## src/rtl/multi_pattern_detector.sv

```systemverilog
// multi_pattern_detector
//   Serial bit-stream detector with N independently programmable pattern
//   slots. Each slot holds a pattern of up to K bits and its own length.
//   Overlapping matches are detected, and each slot gives a one-cycle match pulse.
//
//   Optional feature macro: MATCH_COUNT_EN adds per-slot saturating match
//   counters with a registered read port (cnt_sel/cnt_data/cnt_clr).
//
// Ports
//   clk          rising-edge clock
//   rst          synchronous reset, active-high
//   cfg_valid    config write request
//   cfg_ready    block can accept a config write
//   cfg_slot     target slot; writes to slots >= N are accepted and dropped
//   cfg_pattern  pattern; bit 0 = most recent stream bit
//   cfg_len      pattern length in bits (values > K are stored as K)
//   cfg_enable   slot enable
//   in_valid     stream bit qualifier
//   in           stream bit
//   cnt_sel      counter select               (MATCH_COUNT_EN only)
//   cnt_data     selected counter, 1-cycle lat (MATCH_COUNT_EN only)
//   cnt_clr      clear all counters           (MATCH_COUNT_EN only)
//   match        per-slot match pulse
//   match_any    OR of match
module multi_pattern_detector #(
  parameter int K     = 8,
  parameter int N     = 4,
  parameter int CNT_W = 16,
  localparam int SW   = (N > 1) ? $clog2(N) : 1,
  localparam int LW   = $clog2(K + 1)
) (
  input  logic             clk,
  input  logic             rst,
  input  logic             cfg_valid,
  output logic             cfg_ready,
  input  logic [SW-1:0]    cfg_slot,
  input  logic [K-1:0]     cfg_pattern,
  input  logic [LW-1:0]    cfg_len,
  input  logic             cfg_enable,
  input  logic             in_valid,
  input  logic             in,
`ifdef MATCH_COUNT_EN
  input  logic [SW-1:0]    cnt_sel,
  output logic [CNT_W-1:0] cnt_data,
  input  logic             cnt_clr,
`endif
  output logic [N-1:0]     match,
  output logic             match_any
);

  // ST_RST holds cfg_ready low for the first cycle after reset release.
  typedef enum logic [1:0] {ST_RST, ST_IDLE, ST_BUSY} cfg_state_e;

  cfg_state_e      state_q, state_d;
  logic            cfg_acc;
  logic [K-1:0]    hist_q, hist_d;
  logic [LW-1:0]   fill_q, fill_d;
  logic [K-1:0]    pat_q [N];
  logic [LW-1:0]   len_q [N];
  logic [N-1:0]    en_q;
  logic [N-1:0]    match_q, match_d;
  logic [K-1:0]    mask;
  logic [LW-1:0]   len_clamped;

  assign len_clamped = (32'(cfg_len) > 32'(K)) ? LW'(K) : cfg_len;

  // Config handshake FSM
  always_comb begin
    state_d = state_q;
    cfg_acc = 1'b0;
    case (state_q)
      ST_RST:  state_d = ST_IDLE;
      ST_IDLE: begin
        if (cfg_valid) begin
          cfg_acc = 1'b1;
          state_d = ST_BUSY;
        end
      end
      ST_BUSY: state_d = ST_IDLE;
      default: state_d = ST_RST;
    endcase
  end

  assign cfg_ready = (state_q == ST_IDLE);

  // Stream history and match evaluation on the post-shift history. Slot
  // config used here is the registered (old) one, so a same-cycle config
  // write only affects later bits.
  always_comb begin
    hist_d  = hist_q;
    fill_d  = fill_q;
    match_d = '0;
    mask    = '0;
    if (in_valid) begin
      hist_d = {hist_q[K-2:0], in};
      if (fill_q != LW'(K)) fill_d = fill_q + 1'b1;
      for (int i = 0; i < N; i++) begin
        for (int j = 0; j < K; j++) mask[j] = (32'(len_q[i]) > 32'(j));
        match_d[i] = en_q[i] && (len_q[i] != '0) && (fill_d >= len_q[i]) &&
                     (((hist_d ^ pat_q[i]) & mask) == '0);
      end
    end
  end

  always_ff @(posedge clk) begin
    if (rst) begin
      state_q <= ST_RST;
      hist_q  <= '0;
      fill_q  <= '0;
      match_q <= '0;
      en_q    <= '0;
      for (int i = 0; i < N; i++) begin
        pat_q[i] <= '0;
        len_q[i] <= '0;
      end
    end else begin
      state_q <= state_d;
      hist_q  <= hist_d;
      fill_q  <= fill_d;
      match_q <= match_d;
      // Slot numbers with no matching index fall through and are dropped.
      for (int i = 0; i < N; i++) begin
        if (cfg_acc && (32'(cfg_slot) == 32'(i))) begin
          pat_q[i] <= cfg_pattern;
          len_q[i] <= len_clamped;
          en_q[i]  <= cfg_enable;
        end
      end
    end
  end

  assign match     = match_q;
  assign match_any = |match_q;

`ifdef MATCH_COUNT_EN
  logic [CNT_W-1:0] cnt_q [N];
  logic [CNT_W-1:0] cnt_data_q;

  // Counters follow the registered match pulses; clear takes priority.
  always_ff @(posedge clk) begin
    if (rst) begin
      for (int i = 0; i < N; i++) cnt_q[i] <= '0;
      cnt_data_q <= '0;
    end else begin
      for (int i = 0; i < N; i++) begin
        if (cnt_clr) cnt_q[i] <= '0;
        else if (match_q[i] && (cnt_q[i] != '1)) cnt_q[i] <= cnt_q[i] + 1'b1;
      end
      cnt_data_q <= '0;
      for (int i = 0; i < N; i++) begin
        if (32'(cnt_sel) == 32'(i)) cnt_data_q <= cnt_q[i];
      end
    end
  end

  assign cnt_data = cnt_data_q;
`endif

endmodule

```

## config.mk

```make
export PLATFORM = sky130hd
export DESIGN_NAME = multi_pattern_detector
export DESIGN_NICKNAME = d
export VERILOG_FILES = /design/src/rtl/multi_pattern_detector.sv
export SDC_FILE = /design/constraint.sdc
export NUM_CORES = 1
export LEC_CHECK = 0
export BUFFER_PORTS_ARGS = -buffer_cell sky130_fd_sc_hd__buf_2
export CAP_MARGIN = 30
export CORE_UTILIZATION = 43
export CTS_CLUSTER_DIAMETER = 200
export DETAILED_ROUTE_END_ITERATION = 7
export GPL_TIMING_DRIVEN = 0
export SYNTH_ARGS = -nofsm -noshare
export SYNTH_HDL_FRONTEND = slang
export SYNTH_SLANG_ARGS = --single-unit
```

## constraint.sdc

```tcl
create_clock -name clk -period 4.85 [get_ports clk]
set_input_delay 0.97 -clock clk [delete_from_list [all_inputs] [get_ports clk]]
set_output_delay 0.97 -clock clk [all_outputs]
set_load 0.02 [all_outputs]
```

# == Word-level counts from Yosys, hierarchy flattened ==
# Memory sizes are Yosys's and may differ from the RTL's.
# Index checks and enable logic that the tools add are counted.
# op_classes
addsub,1
multipliers,0
div,0
magnitude_cmp,37
eq_ne,7
n_shift,0
muxes,29
n_bitwise,17
n_reduce_logical,29
# ops
op,count
$gt A4 B3 Y1 const B,16
$and A8 B8 Y8,4
$gt A4 B1 Y1 const B,8
$gt A4 B2 Y1 const B,8
$logic_not A8 Y1,4
$mux W8,4
$xor A8 B8 Y8,4
$mux W4,7
$ge A4 B4 Y1,4
$logic_and A1 B1 Y1,16
$mux W1,16
$reduce_bool A4 Y1,4
$or A1 B1 Y1,8
$eq A2 B2 Y1 const B,3
$add A4 B1 Y4 const B,1
$eq A2 B1 Y1 const B,2
$gt A4 B4 Y1 const B,1
$logic_not A2 Y1,2
$ne A4 B4 Y1 const B,1
$pmux W2 S2,1
$reduce_or A2 Y1,2
$reduce_or A4 Y1,1
$mux W2,1
$ne A2 B2 Y1 const B,1
$not A1 Y1,1
# totals
register_bits,21
latchBits,0
ramBits,48
mem_bits_ro,0
inputBits,20
out_inout_bits,6
elab_cells,130
memories,2
# memory_table
memory,depth,word_bits,read_ports,rd_ports_with_merged_regs,wr,line_no,rtl
pat_q,4,8,4,0,4,58,logic [K-1:0] pat_q [N];
len_q,4,4,4,0,4,59,logic [LW-1:0] len_q [N];

# == Logic depth before layout (Yosys ltp) ==
# Gate-level depths: netlist of the first run.
# depth
depth_word,7
ltp_mapped,11
mapped_depth_nobuf,11

# == Worst setup path before layout of the first run ==
# OpenSTA, ideal clock, no wires.
# synth_timing
kind,reg-to-reg
start,register fill_q[0]
end,"register match_q[2], in the netlist match[2]"
setup_time_ns,0.124
t_arrival_ns,2.007
required_time_ns,4.726
slack_ns,2.719
stages_incl_launch_ff,12
path_buffers,0
period_less_slack_ns,2.131
cell_sequence,dfxtp_1 -> inv_1 -> ha_1 -> nand2_1 -> nor2_1 -> xnor2_1 -> ha_1 -> nand2b_1 -> a2111oi_0 -> a21oi_1 -> o21ai_0 -> nor4_2
# synth_between
elab_chain_cells,6
elab_cells_between_ends,7
classes_between,add/sub: 1; order compare: 1; eq/ne: 1; mux: 2; reduce/logical: 2
# synth_rtl
element,line_no,rtl
"start, declared",57,"logic [LW-1:0] fill_q, fill_d;"
"start signal, assigned",119,fill_q <= fill_d;
$add A4 B1 Y4 / $ne A4 B4 Y1 (equally long branches),96,if (fill_q != LW'(K)) fill_d = fill_q + 1'b1;
$mux W4 *,96,
$mux W4 *,94,if (in_valid) begin
$ge A4 B4 Y1 *,99,match_d[i] = en_q[i] && (len_q[i] != '0) && (fill_d >= len_q[i]) &&
$logic_and A1 B1 Y1 * (2 in series),99,
"end signal, assigned",120,match_q <= match_d;
"end, declared",61,"logic [N-1:0] match_q, match_d;"
# Every way passes the cells marked *; elsewhere a longest branch is shown, timed or not. The select of a mux whose other input is x is not followed.
# A chain may end at the register's enable or synchronous reset.

# == Worst setup path after layout of the first run ==
# Ends and elaborated chain as after synthesis.

==> metrics.txt, run 1 <==
overall die width 93.9 µm; critical path depth 11; synth unique cells 42; Largest stage delay, worst path 500 ps; met1 WL 3880 µm; detailed placer's ending HPWL 5990 µm; gr usage total 20.9%; Yosys warnings 0; EDFF count, synth 48; worst-path fanout max 4; crit path time final 2640 ps; Startpoint Class flop; Slew @ Worst Pin 767 ps; CP arrival 2870 ps; syn_nets 375; Placed Cells 464; Post-Route WL 8220 µm; core area 8180 µm²; crit path kind flop to flop; worst-case reg-to-reg path depth 11; vias in the first global route 2352; Inserted Clock Buffers 9; Slowest-stage cell, CP xnor2_1; post-CTS sizing 0; Die ar. 8810 µm²; status completed; clock buffer depth 2; fin cells 480; clk_lat worst skew 350 ps; Clock Sinks 69; drt first pass iters 4; Worst Path Required 5080 ps; FILL cells 774; maximum VDD drop 164 µV; # rows 33; CTS clk-pin slew, worst paths 80 ps; leak pwr 1.71 nW; Avg WL per Cell 17.1 µm; # Post-CTS Setup Buffers 0; cts hold-fix bufs 0; Main synth FF type edfxtp_1; DP Worst Slack 2200 ps; cell area power density 334 nW/µm²; Final nets 408; adder and majority gate portion of the synthesized area 6.83%; clk root buf clkbuf_8; Max-Cap Viols 0; post-synthesis sequential area ratio 51.3%; GPL Wtd Cong 0.805; simple-gate share of the synthesized area 18.2%; setup_tns 0 ps; period utilisation layout 54.4%; drt via density 5.27; unrepaired setup endpoints after global routing no; initial DRC count 122; met3 routed wirelength 392 µm; CTS tree yes; # IOs 26; Hold Path Class flop to flop; crit-path leading delay family compound AO/OA/AOI/OAI gates; grt total ovfl 0; port bufs 22; main combinational cell family by area after synthesis simple AND/OR/NAND/NOR gates; XOR/XNOR Fraction of Synth Area 8.69%; final worst slack 2210 ps; FFs w/ async S/R, synth 0%; hold path depth 2; n_diodes 0; area of the multi-input gates 1640 µm²; largest net degree at the start of global routing 13; share of the synthesized area in the top cell type 39.7%; commonest cells after routing, fill and taps aside edfxtp_1 (48), nor2_1 (36), and2_1 (27); area leader, netlist edfxtp_1; remaining antenna violation count 0; Cells after Synth 337; critical-path cell list inv_1 -> ha_1 -> nand2_1 -> nor2_1 -> xnor2_1 -> ha_1 -> nand2b_1 -> a2111oi_0 -> a21oi_1 -> o21ai_0 -> nor4_2; complex-gate fraction of the synthesized area 8.28%; Post-Syn Area 3630 µm²; metal2 WL 3760 µm; final setup fails 0; Avg Inst Size Synth 10.8 µm²; #FFs+latches synth 69; total power draw 1.37 mW; Final Hold Fails 0; # DRC 0; Register Area 1860 µm²; Final Slew Violations 0; crit path buf inv count 1; mux cell area share after synthesis 3.31%; CP dominant cell by count ha_1; DR top layer met5; worst clock skew 8.50 ps; Starting Density 44.4%; CP endpoint kind flop; Slew HR 48.7%; area grow syn2layout 13.2%; commonest non-fill, non-tap cell in the layout edfxtp_1; Max Clock Freq 379 MHz; number of antenna violations at the first check in global routing 1; R2R Setup Slk 2210 ps; first-pass GRT wire length 13000 µm; chip height 93.9 µm; # H-tree levels 3; via count 2531; top cells by area, synth edfxtp_1 (40%), dfxtp_1 (12%), ha_1 (6.2%); layout cells sized above 1 13.3%
==> synthesized netlist by cell type, drive strengths merged (3+ instances only) <==
cell type  count
o21ai         13
nand2b        10
and2          27
nor3           4
inv           14
nand3          6
nor2          37
nand2         12
clkbuf        12
edfxtp        48
or2            3
xnor2         15
and3          10
buf            4
mux2i         12
xor2          21
nor4           4
ha            18
a21o           4
a21oi         12
dfxtp         21
==> layer usage <==
layer,vias to the layer above,GRT usage [%]
li1,1247,-
met1,1195,27.9
met2,69,32.7
met3,18,4.69
met4,2,8.33
met5,-,0
==> worst min-delay path: cells and delay by family, from the launching register on <==
kind	cells	cell delay, ps
AOI/OAI and AO/OA	1	50
DFF	1	320
and+or+nand+nor	1	50
==> metrics by stage <==
stage | area [µm²] | hold slack (ps) | utilization, %
after global placement | 3870 | 457 | 47.3
after CTS | 4110 | 473 | 50.3
final | 4110 | 474 | 50.3
after floorplan | 3630 | 437 | -
after global routing | 4110 | 511 | 50.3
after detailed placement | 3870 | 461 | 47.3
==> final timing paths <==
check / start / to
worst max register to register: fill_q[0] / match[2]
worst min-delay path: en_q[0] / en_q[0]
worst max-delay path: fill_q[0] / match[2]
worst min register to register: en_q[0] / en_q[0]
==> where the power goes <==
part	switching, mW	internal, mW
registers	0.0172	0.652
clock network	0.228	0.342
logic	0.0797	0.0552
==> cell families (layout without fill, tap and decap cells) <==
group	after synthesis	after routing
compound gates	48	48
xor+xnor	36	36
fa+ha+maj	20	20
buf+inv	30	68
flops	69	69
mux	12	12
simple gates	122	122
==> area by class of cell <==
| class | instances | area share, % |
|---|---|---|
| Tap cell | 105 | 3.20 |
| Clock buffer | 10 | 3.11 |
| Clock inverter | 6 | 2.71 |
| Sequential cell | 69 | 45.3 |
| Buffer | 16 | 1.74 |
| Timing Repair Buffer | 22 | 2.68 |
| Inverter | 14 | 1.28 |
| Multi-Input combinational cell | 238 | 40.0 |
==> sequential cells by signal, indices dropped and copies added (netlist names) <==
signal   cells
hist_q       7
match        4
pat_q       32
fill_q       4
len_q       16
state_q      2
en_q         4
No activity file was read; power rests on OpenSTA's default activity.
==> run 2, diff against run 1 <==
clock period = 2.4 ns   (was 4.85 ns; I/O delays follow)
==> run 2 against run 1 <==
Utilization grew 0.75 points. Final area is 1.5% higher. Non-clock buffer count grew 1. Critical path type unchanged.
==> metrics.txt, run 2 (same netlist as run 1, synthesis figures left out) <==
largest net degree at the start of global routing 13 (unchanged); R2R Setup Slk 160 ps (was 2210 ps); Cell Area, Placed 3870 µm² (unchanged); Slew HR 49.4% (was 48.7%); Inserted Clock Buffers 9 (unchanged); gr usage total 21.0% (was 20.9%); GPL Wtd Cong 0.805 (unchanged); Reg power frac 48.4% (was 48.7%); worst-case reg-to-reg path depth 12 (was 11); port bufs 22 (unchanged); crit path kind flop to flop (unchanged); cell area power density 670 nW/µm² (was 334 nW/µm²); CTS clk-pin slew, worst paths 80 ps (about the same); Final Slew Violations 0 (unchanged); # H-tree levels 3 (unchanged); P_sw 0.662 mW (was 0.325 mW); via count 2549 (was 2531); # IOs 26 (unchanged); Startpoint Class flop (unchanged); # DRC 0 (unchanged); drt first pass iters 4 (unchanged); detailed placer's ending HPWL 5990 µm (unchanged); Die ar. 8810 µm² (unchanged); maximum VDD drop 329 µV (was 164 µV); leak pwr 1.74 nW (was 1.71 nW); crit-path leading delay family compound AO/OA/AOI/OAI gates (unchanged); clk_lat worst skew 340 ps (was 350 ps); largest reg by FF count pat_q (unchanged); drt via density 5.30 (was 5.27); Post-Route WL 8340 µm (was 8220 µm); grt total ovfl 0 (unchanged); DP Worst Slack -248 ps (was 2200 ps); Non-Filler Cell Area, Final 4170 µm² (was 4110 µm²); number of antenna violations at the first check in global routing 1 (unchanged); core area 8180 µm² (unchanged); cell internal pwr 2.13 mW (was 1.05 mW); Final Hold Slack 407 ps (was 474 ps); # rows 33 (unchanged); Top Registers pat_q (32), len_q (16), hist_q (7) (unchanged); Worst Path Required 2630 ps (was 5080 ps); Max-Cap Viols 0 (unchanged); CP dominant cell by count ha_1 (unchanged); unrepaired setup endpoints after global routing no (unchanged); critical-path cell list inv_2 -> ha_1 -> nand2_1 -> nor2_2 -> xnor2_2 -> buf_4 -> ha_1 -> nand2b_1 -> a2111oi_2 -> a21oi_1 -> o21ai_0 -> nor4_2 (was inv_1 -> ha_1 -> nand2_1 -> nor2_1 -> xnor2_1 -> ha_1 -> nand2b_1 -> a2111oi_0 -> a21oi_1 -> o21ai_0 -> nor4_2); status completed (unchanged); crit path time final 2240 ps (was 2640 ps); period utilisation layout 93.1% (was 54.4%); final worst slack 164 ps (was 2210 ps); Final Hold Fails 0 (unchanged); hold path start cfg_valid (was en_q[0]); RR Endpoint match[1] (was match[2]); Avg WL per Cell 17.3 µm (was 17.1 µm); CP endpoint kind flop (unchanged); Slowest-stage cell, CP dfxtp_2 (was xnor2_1); Clk pwr share 41.1% (was 41.5%); Max Clock Freq 447 MHz (was 379 MHz); Clock Sinks 69 (unchanged); chip height 93.9 µm (unchanged); CP arrival 2460 ps (was 2870 ps); crit path buf inv count 2 (was 1); worst-path fanout max 4 (unchanged); Gate power share 10.5% (was 9.8%); Final nets 409 (was 408); hold path depth 3 (was 2); critical path depth 12 (was 11); first-pass GRT wire length 13100 µm (was 13000 µm); worst clock skew 8.33 ps (was 8.50 ps); layout cells sized above 1 16.0% (was 13.3%); Starting Density 44.4% (unchanged); n_diodes 0 (unchanged); vias in the first global route 2378 (was 2352); area grow syn2layout 14.9% (was 13.2%); clock buffer depth 2 (unchanged); final setup fails 0 (unchanged); clk root buf clkbuf_8 (unchanged); R2R Path Start fill_q[0] (unchanged); CTS tree yes (unchanged); Hold Path Class primary input to flop (was flop to flop); remaining antenna violation count 0 (unchanged); Largest register FFs 32 (unchanged); Largest stage delay, worst path 370 ps (was 500 ps); commonest non-fill, non-tap cell in the layout edfxtp_1 (unchanged); initial DRC count 104 (was 122); Slew @ Worst Pin 758 ps (was 767 ps); overall die width 93.9 µm (unchanged); Net Sw Frac 23.7% (about the same); end of the worst hold path state_q[0] (was en_q[0]); setup_tns 0 ps (unchanged); commonest cells after routing, fill and taps aside edfxtp_1 (48), nor2_1 (35), and2_1 (27) (was edfxtp_1 (48), nor2_1 (36), and2_1 (27))
run 2: final cells by class:
class                      count  area (µm²)
fill                         767        4010
sequential                    69        1860
multi-input combinational    238        1690
tap                          105         131
clock buffer                  10         128
timing repair buffer          23         118
clock inverter                 6         111
buffer                        16        71.3
inverter                      14        52.6
run 2: power by group through the flow:
| stage | logic [mW] | clock network, mW | registers [mW] |
|---|---|---|---|
| after floorplan | 0.191 | 0 | 1.37 |
| after global placement | 0.268 | 0 | 1.38 |
| after detailed placement | 0.273 | 0 | 1.38 |
| after CTS | 0.280 | 1.17 | 1.35 |
| after global routing | 0.327 | 1.22 | 1.36 |
| final | 0.294 | 1.15 | 1.35 |
run 2: per-stage QoR:
| step | total power [mW] | util [%] | instances |
|---|---|---|---|
| global route | 2.91 | 51.0 | 481 |
| floorplan | 1.56 | - | 337 |
| finish | 2.80 | 51.0 | 481 |
| global placement | 1.65 | 47.3 | 464 |
| CTS | 2.80 | 50.6 | 481 |
| detailed placement | 1.65 | 47.3 | 464 |
run 2: routing by layer:
| layer | routed length (µm) | vias up | part of all wire (%) | global-route usage (%) |
|---|---|---|---|---|
| li1 | - | 1251 | - | - |
| met1 | 3760 | 1203 | 45 | 28.0 |
| met2 | 3800 | 75 | 46 | 32.7 |
| met3 | 539 | 18 | 6.5 | 4.69 |
| met4 | 231 | 2 | 2.8 | 8.97 |
| met5 | 9 | - | 0.11 | 0 |
run 2: worst max-delay path by stage:
stage | startpoint | to | slack, ps
after floorplan | fill_q[0] | match[2] | 270
after global placement | fill_q[0] | match[2] | -250
after detailed placement | fill_q[0] | match[2] | -250
after CTS | fill_q[0] | match[2] | 1
after global routing | fill_q[0] | match[1] | 9
final | fill_q[0] | match[1] | 160
run 2: repair_timing:
action	CTS	global route
gates resized for setup	3	11
pin swaps	2	1
endpoints found under the setup margin	4	4
hold buffers	0	0
setup buffers	1	0
run 2: worst reg2reg max path: stages (launching register included):
cell	delay, ps
dfxtp_2	370
inv_2	70
ha_1	190
nand2_1	110
nor2_2	60
xnor2_2	140
buf_4	160
ha_1	260
nand2b_1	150
a2111oi_2	360
a21oi_1	60
o21ai_0	100
nor4_2	90
